File: config.mk
export PLATFORM = sky130hd
export DESIGN_NAME = spi_slave_flat
export DESIGN_NICKNAME = d
export VERILOG_FILES = /design/src/rtl/spi_slave_if.sv /design/src/rtl/spi_slave.sv /design/src/flat_wrapper.sv
export SDC_FILE = /design/constraint.sdc
export NUM_CORES = 1
export LEC_CHECK = 0
export CAP_MARGIN = 20
export CORE_AREA = 3 3 96 98
export CTS_CLUSTER_SIZE = 25
export DETAILED_ROUTE_END_ITERATION = 7
export DIE_AREA = 0 0 99 101
export GPL_ROUTABILITY_DRIVEN = 0
export PLACE_DENSITY = 0.7
export SLEW_MARGIN = 20
export SYNTH_ARGS = -nofsm -noshare
export SYNTH_HDL_FRONTEND = slang
export SYNTH_SLANG_ARGS = --single-unit
File: constraint.sdc
create_clock -name clk -period 2.2 [get_ports clk]
set_clock_uncertainty 0.05 [all_clocks]
set_input_delay 0.55 -clock clk [delete_from_list [all_inputs] [get_ports clk]]
set_output_delay 0.55 -clock clk [all_outputs]
set_load 0.03 [all_outputs]
File: src/rtl/spi_slave_if.sv
// CPU-side register bus of the SPI responder: byte-addressed write/read strobes,
// registered read data and the level interrupt.
interface spi_slave_if;
   logic [4:0]  wr_addr;
   logic        wr_en;
   logic [31:0] wr_data;
   logic [3:0]  wr_strb;
   logic [4:0]  rd_addr;
   logic        rd_en;
   logic [31:0] rd_data;
   logic        irq;

   modport master (
      output wr_addr, wr_en, wr_data, wr_strb, rd_addr, rd_en,
      input  rd_data, irq
   );

   modport slave (
      input  wr_addr, wr_en, wr_data, wr_strb, rd_addr, rd_en,
      output rd_data, irq
   );
endinterface

File: src/rtl/spi_slave.sv
// SPI mode-0 responder, MSB first: one TX holding word, one RX word,
// status flags with overrun/underrun detection and a level interrupt.
module spi_slave #(
   parameter int DATA_W      = 8,
   parameter int SYNC_STAGES = 2
) (
   input  logic       clk,
   input  logic       rst,
   spi_slave_if.slave bus,
   input  logic       spi_sclk,
   input  logic       spi_cs_n,
   input  logic       spi_mosi,
   output logic       spi_miso
);
   localparam int CNT_W = $clog2(DATA_W + 1);

   typedef enum logic {IDLE, SHIFT} state_t;
   state_t state, state_nxt;

   logic [SYNC_STAGES-1:0] sclk_sync, cs_sync, mosi_sync;
   logic                   sclk_prev, cs_prev;
   logic                   sclk_rise, sclk_fall, cs_rise, cs_fall, mosi_s;

   logic [3:0]        ctrl;
   logic [DATA_W-1:0] tx_hold, tx_shift, rx_data, rx_word, tx_load_val;
   logic [DATA_W-2:0] rx_shift;
   logic [CNT_W-1:0]  bitcnt;
   logic              rxf, txe, ovr, udr, reload_pend, udr_pend;
   logic              en, start, word_end, reload, udr_commit, tx_load;
   logic              tx_wr, st_wr, ctrl_wr, rx_rd;
   logic [31:0]       status;
   logic              unused;

   // cs_n resets to "selected" so a pin already low at reset release never looks like a new falling edge.
   always_ff @(posedge clk or posedge rst) begin
      if (rst) begin
         sclk_sync <= '0;
         cs_sync   <= '0;
         mosi_sync <= '0;
         sclk_prev <= 1'b0;
         cs_prev   <= 1'b0;
      end else begin
         sclk_sync <= {sclk_sync[SYNC_STAGES-2:0], spi_sclk};
         cs_sync   <= {cs_sync[SYNC_STAGES-2:0], spi_cs_n};
         mosi_sync <= {mosi_sync[SYNC_STAGES-2:0], spi_mosi};
         sclk_prev <= sclk_sync[SYNC_STAGES-1];
         cs_prev   <= cs_sync[SYNC_STAGES-1];
      end
   end

   assign sclk_rise = sclk_sync[SYNC_STAGES-1] & ~sclk_prev;
   assign sclk_fall = ~sclk_sync[SYNC_STAGES-1] & sclk_prev;
   assign cs_rise   = cs_sync[SYNC_STAGES-1] & ~cs_prev;
   assign cs_fall   = ~cs_sync[SYNC_STAGES-1] & cs_prev;
   assign mosi_s    = mosi_sync[SYNC_STAGES-1];

   assign en      = ctrl[3];
   assign tx_wr   = bus.wr_en && bus.wr_addr[4:2] == 3'd0;
   assign st_wr   = bus.wr_en && bus.wr_addr[4:2] == 3'd2 && bus.wr_strb[0];
   assign ctrl_wr = bus.wr_en && bus.wr_addr[4:2] == 3'd3 && bus.wr_strb[0];
   assign rx_rd   = bus.rd_en && bus.rd_addr[4:2] == 3'd1;
   assign unused  = ^{bus.wr_addr[1:0], bus.rd_addr[1:0], bus.wr_data, bus.wr_strb};

   assign rx_word     = {rx_shift, mosi_s};
   assign tx_load_val = txe ? '1 : tx_hold;
   assign tx_load     = start | reload;
   assign status      = {27'b0, state == SHIFT, udr, ovr, txe, rxf};
   assign spi_miso    = (state == SHIFT) ? tx_shift[DATA_W-1] : 1'b1;

   always_ff @(posedge clk or posedge rst) begin
      if (rst) state <= IDLE;
      else     state <= state_nxt;
   end

   // NOTE: every output of this block gets a default first so no path can infer a latch.
   always_comb begin
      state_nxt  = state;
      start      = 1'b0;
      word_end   = 1'b0;
      reload     = 1'b0;
      udr_commit = 1'b0;
      case (state)
         IDLE: begin
            if (en && cs_fall) begin
               state_nxt = SHIFT;
               start     = 1'b1;
            end
         end
         SHIFT: begin
            if (!en || cs_rise) begin
               state_nxt = IDLE;
            end else begin
               word_end   = sclk_rise && bitcnt == CNT_W'(DATA_W - 1);
               udr_commit = sclk_rise && udr_pend;
               reload     = sclk_fall && reload_pend;
            end
         end
         default: state_nxt = IDLE;
      endcase
   end

   // A word-end reload is applied on the next SCLK fall; its underrun is only reported
   // once the master actually clocks the first bit of that word.
   always_ff @(posedge clk or posedge rst) begin
      if (rst) begin
         tx_shift    <= '1;
         rx_shift    <= '0;
         bitcnt      <= '0;
         reload_pend <= 1'b0;
         udr_pend    <= 1'b0;
      end else if (start) begin
         tx_shift    <= tx_load_val;
         bitcnt      <= '0;
         reload_pend <= 1'b0;
         udr_pend    <= 1'b0;
      end else if (state == SHIFT && state_nxt == SHIFT) begin
         if (sclk_rise) begin
            rx_shift <= rx_word[DATA_W-2:0];
            bitcnt   <= word_end ? '0 : bitcnt + 1'b1;
            udr_pend <= 1'b0;
            if (word_end) reload_pend <= 1'b1;
         end
         if (sclk_fall) begin
            if (reload_pend) begin
               tx_shift    <= tx_load_val;
               udr_pend    <= txe;
               reload_pend <= 1'b0;
            end else begin
               tx_shift <= {tx_shift[DATA_W-2:0], 1'b1};
            end
         end
      end else begin
         bitcnt      <= '0;
         reload_pend <= 1'b0;
         udr_pend    <= 1'b0;
      end
   end

   // Flag sets take priority over CPU clears; a TXDATA write beats a TX load.
   always_ff @(posedge clk or posedge rst) begin
      if (rst) begin
         ctrl    <= '0;
         tx_hold <= '0;
         rx_data <= '0;
         rxf     <= 1'b0;
         txe     <= 1'b1;
         ovr     <= 1'b0;
         udr     <= 1'b0;
      end else begin
         if (ctrl_wr) ctrl <= bus.wr_data[3:0];
         if (tx_wr) begin
            for (int i = 0; i < DATA_W; i++)
               if (bus.wr_strb[i/8]) tx_hold[i] <= bus.wr_data[i];
         end
         if (tx_wr)        txe <= 1'b0;
         else if (tx_load) txe <= 1'b1;
         if (word_end) rx_data <= rx_word;
         if (word_end)   rxf <= 1'b1;
         else if (rx_rd) rxf <= 1'b0;
         if (word_end && rxf && !rx_rd)  ovr <= 1'b1;
         else if (st_wr && bus.wr_data[2]) ovr <= 1'b0;
         if ((start && txe) || udr_commit) udr <= 1'b1;
         else if (st_wr && bus.wr_data[3]) udr <= 1'b0;
      end
   end

   always_ff @(posedge clk or posedge rst) begin
      if (rst) begin
         bus.rd_data <= '0;
         bus.irq     <= 1'b0;
      end else begin
         bus.irq <= (ctrl[0] & rxf) | (ctrl[1] & txe) | (ctrl[2] & (ovr | udr));
         if (bus.rd_en) begin
            case (bus.rd_addr[4:2])
               3'd1:    bus.rd_data <= 32'(rx_data);
               3'd2:    bus.rd_data <= status;
               3'd3:    bus.rd_data <= {28'b0, ctrl};
               default: bus.rd_data <= '0;
            endcase
         end
      end
   end
endmodule

File: src/flat_wrapper.sv
// flat-port wrapper written by rule: the top's interface ports become plain ports
module spi_slave_flat 
#(
   parameter int DATA_W      = 8,
   parameter int SYNC_STAGES = 2
)
  (clk, rst, spi_sclk, spi_cs_n, spi_mosi, spi_miso, bus_wr_addr, bus_wr_en, bus_wr_data, bus_wr_strb, bus_rd_addr, bus_rd_en, bus_rd_data, bus_irq);
  spi_slave_if bus_i ();
  input  logic clk;
  input  logic rst;
  input  logic spi_sclk;
  input  logic spi_cs_n;
  input  logic spi_mosi;
  output logic spi_miso;
  input wire logic [$bits(bus_i.wr_addr)-1:0] bus_wr_addr;
  input wire logic [$bits(bus_i.wr_en)-1:0] bus_wr_en;
  input wire logic [$bits(bus_i.wr_data)-1:0] bus_wr_data;
  input wire logic [$bits(bus_i.wr_strb)-1:0] bus_wr_strb;
  input wire logic [$bits(bus_i.rd_addr)-1:0] bus_rd_addr;
  input wire logic [$bits(bus_i.rd_en)-1:0] bus_rd_en;
  output wire logic [$bits(bus_i.rd_data)-1:0] bus_rd_data;
  output wire logic [$bits(bus_i.irq)-1:0] bus_irq;
  assign bus_i.wr_addr = bus_wr_addr;
  assign bus_i.wr_en = bus_wr_en;
  assign bus_i.wr_data = bus_wr_data;
  assign bus_i.wr_strb = bus_wr_strb;
  assign bus_i.rd_addr = bus_rd_addr;
  assign bus_i.rd_en = bus_rd_en;
  assign bus_rd_data = bus_i.rd_data;
  assign bus_irq = bus_i.irq;
  spi_slave #(.DATA_W(DATA_W), .SYNC_STAGES(SYNC_STAGES)) u_core (.clk(clk), .rst(rst), .bus(bus_i), .spi_sclk(spi_sclk), .spi_cs_n(spi_cs_n), .spi_mosi(spi_mosi), .spi_miso(spi_miso));
endmodule
==> run summary <==
Status: finished clean
Die H: 101 um
RSZ-0062 raised after global routing: no
Htree depth: 3
Wirelength per Cell: 13.6 um
CTS tree: built
Input/output buffers: 31
Hold Startpoint: u_core.cs_sync[0]
Fmax: 500 MHz
Top delay family on crit path: buffers and inverters
Initial core utilization: 34.3%
Synth Area in Adders: 0.427%
Hold Violations, Final: 0
Syn_area_per_cell: 12.0 um^2
DRT Pass-1 Iters: 4
Die X-Extent: 99 um
Largest family of logic cells by synthesized area: multiplexers
Stages on the worst setup path: 1
Pwr Density: 883 nW/um^2
Vias per cell: 4.66
CTS Sinks: 63
Clock Power Share: 33.5%
Async SR Flop Fraction: 100%
Max Root-Sink Buffers: 2
DR vias: 1847
Synth Area in Simple Gates: 12.1%
Post-synthesis mux area share: 15.5%
Worst Hold Class: reg -> reg
Critical Path Start: u_core.bus.rd_data[1]
Fraction of layout cells with a size suffix above 1: 24.3%
DRT antenna net count: 0
Cts bufs inserted: 9
Worst IR Drop VDD: 0.566 mV
R2R Setup Slk: 0.43 ns
Distinct cells, synth: 46
Sequential Power Share: 48.6%
Slowest stage delay, CP: 0.68 ns
Comb power frac: 17.9%
Antenna diodes: 0
First-pass GRT wire length: 9.14 mm
Routed wire length: 5.37 mm
# IOs: 87
Initial antenna violation count: 0
Req. time, crit path: 1.60 ns
Detail Placement HPWL: 3.86 mm
Post-Synthesis Cells: 244
Startpoint Class: flip-flop
Post-route clock period utilization: 90.9%
CTS root buffer: clkbuf_8
Critical path arrival: 1.40 ns
Slew Limit Fails: 0
R2R Path End: u_core.rx_data[2]
P_int: 2.21 mW
Clock Pin Slew Worst Setup and Hold Paths: 0.07 ns
Total Routing Usage GR: 11.8%
Final nets: 337
Die area: 10000 um^2
Post-CTS setup buffer count: 0
Worst path buffer plus inverter count: 1
Relative slew slack: 66.5%
Setup_tns: 0 ns
Area Growth Syn to Fin: 19.1%
RR Startpoint: u_core.bitcnt[0]
R2R depth: 4
Post-layout minimum cycle time: 2.00 ns
Synth Area in Compound Gates: 8.19%
Worst-Margin Slew: 0.501 ns
Net Sw Power: 0.876 mW
Largest net degree at the start of global routing: 53
Hold endpoint: u_core.cs_sync[1]
Critical Path Slowest Stage Cell: clkdlybuf4s50_1
Number of global-route vias before repair: 1864
Synth Area in XOR/XNOR: 0%
Initial DRC Count: 104
GRT Residual Overflow: 0
Hold path depth: 0
Static leakage: 1.54 nW
Number of synthesized flops with an enable pin: 0
# setup viols final: 0
Skew-Pair Late Insertion Delay: 0.35 ns
Switch share: 28.4%
Register area share after synthesis: 54.1%
Post-Syn Area: 2930 um^2
YS warnings: 0
Max capacitance violation total: 0
Core area: 8550 um^2
Crit Path Class: reg -> out
Maximum net fanout on the critical path: 2
Synth Register Bits: 63
Row cnt: 34
Residual DRC: 0
Hold slack: 0.301 ns
Crit end category: output port
Crit-path cells: clkdlybuf4s50_1
Primary FF master, synth: dfrtp_1
==> synth_stat cells (3+ instances only) <==
| cell type | count | area share (%) |
|---|---|---|
| nor3_1 | 9 | 1.5 |
| nor2b_1 | 5 | 1.1 |
| dfrtp_1 | 54 | 46 |
| a21oi_1 | 12 | 2.0 |
| a22oi_1 | 6 | 1.5 |
| o21ai_0 | 6 | 1.0 |
| clkbuf_1 | 3 | 0.38 |
| o22ai_1 | 5 | 1.1 |
| nand2b_1 | 4 | 0.85 |
| buf_4 | 26 | 6.7 |
| dfstp_2 | 9 | 8.1 |
| mux2_1 | 8 | 3.1 |
| mux2_2 | 23 | 8.8 |
| nand2_1 | 11 | 1.4 |
| mux2_4 | 7 | 3.6 |
| inv_1 | 12 | 1.5 |
| nor2_1 | 11 | 1.4 |
==> repair_timing <==
item | in CTS | in global routing
hold buffers | 0 | 0
resized for setup | 1 | 0
setup endpoints to repair | 1 | 0
==> layout by cell type, fill, tap and decap left out, types with 8 or more instances in the layout <==
| cell type | netlist | routed |
|---|---|---|
| clkbuf_8 | 0 | 10 |
| mux2_1 | 8 | 8 |
| nor2_1 | 11 | 11 |
| dfrtp_1 | 54 | 54 |
| a21oi_1 | 12 | 12 |
| mux2_2 | 23 | 23 |
| nor3_1 | 9 | 9 |
| clkdlybuf4s50_1 | 0 | 30 |
| conb_1 | 1 | 24 |
| dfstp_2 | 9 | 9 |
| nand2_1 | 11 | 11 |
| inv_1 | 12 | 11 |
==> metal layers <==
metal / vias up / routed length, um / GRT usage (%)
met4: 0 / 75 / 4.41
met1: 897 / 2410 / 15.0
li1: 886 / - / -
met2: 58 / 2550 / 17.9
met3: 6 / 341 / 5.19
met5: - / 0 / 0
==> flip-flops by register name, indices dropped and copies added (netlist names), 2 cells and up <==
register            flops
u_core.tx_shift         8
u_core.ctrl             4
u_core.tx_hold          8
u_core.rx_data          8
u_core.bitcnt           4
u_core.sclk_sync        2
u_core.mosi_sync        2
u_core.rx_shift         7
u_core.cs_sync          2
u_core.bus.rd_data      8
==> worst max-delay path by stage <==
stage	to	slack [ns]
floorplan	u_core.bitcnt[0]	0.05
global placement	u_core.tx_hold[3]	0.08
detailed placement	u_core.tx_hold[1]	0.07
CTS	bus_rd_data[1]	0.17
global route	bus_rd_data[1]	0.13
finish	bus_rd_data[1]	0.20
==> worst register-to-register path: stages (launching register included) <==
cell	delay (ns)
dfrtp_1	0.39
ha_1	0.22
nand3b_1	0.15
nor3_4	0.49
mux2_4	0.34
==> logic make-up after synthesis <==
group | after synthesis
buf+inv | 44
other cells | 1
simple gates | 59
flops | 63
mux | 38
fa+ha+maj | 1
compound gates | 38
==> through the flow <==
stage	setup WS, ns	utilization, %	power (mW)	area, um^2	instances
global route	0.126	40.9	3.27	3490	396
finish	0.200	40.9	3.09	3490	396
floorplan	0.0451	-	1.93	3020	267
detailed placement	0.0747	38.5	2.08	3290	380
global placement	0.0818	38.5	2.06	3290	380
CTS	0.172	40.9	3.12	3490	396
==> final cells by class <==
| cell class | instances | area (um^2) |
|---|---|---|
| fill | 812 | 5060 |
| sequential | 63 | 1590 |
| multi-input combinational | 160 | 1150 |
| timing repair buffer | 37 | 367 |
| clock buffer | 10 | 138 |
| tap | 108 | 135 |
| clock inverter | 6 | 68.8 |
| inverter | 12 | 45.0 |
==> power by group through the flow <==
stage	clock [mW]	sequential, mW	combinational [mW]
floorplan	0	1.50	0.432
finish	1.03	1.50	0.552
detailed placement	0	1.53	0.558
CTS	1.06	1.50	0.558
global route	1.12	1.53	0.615
global placement	0	1.52	0.539
(Power assumes the default switching activity.)
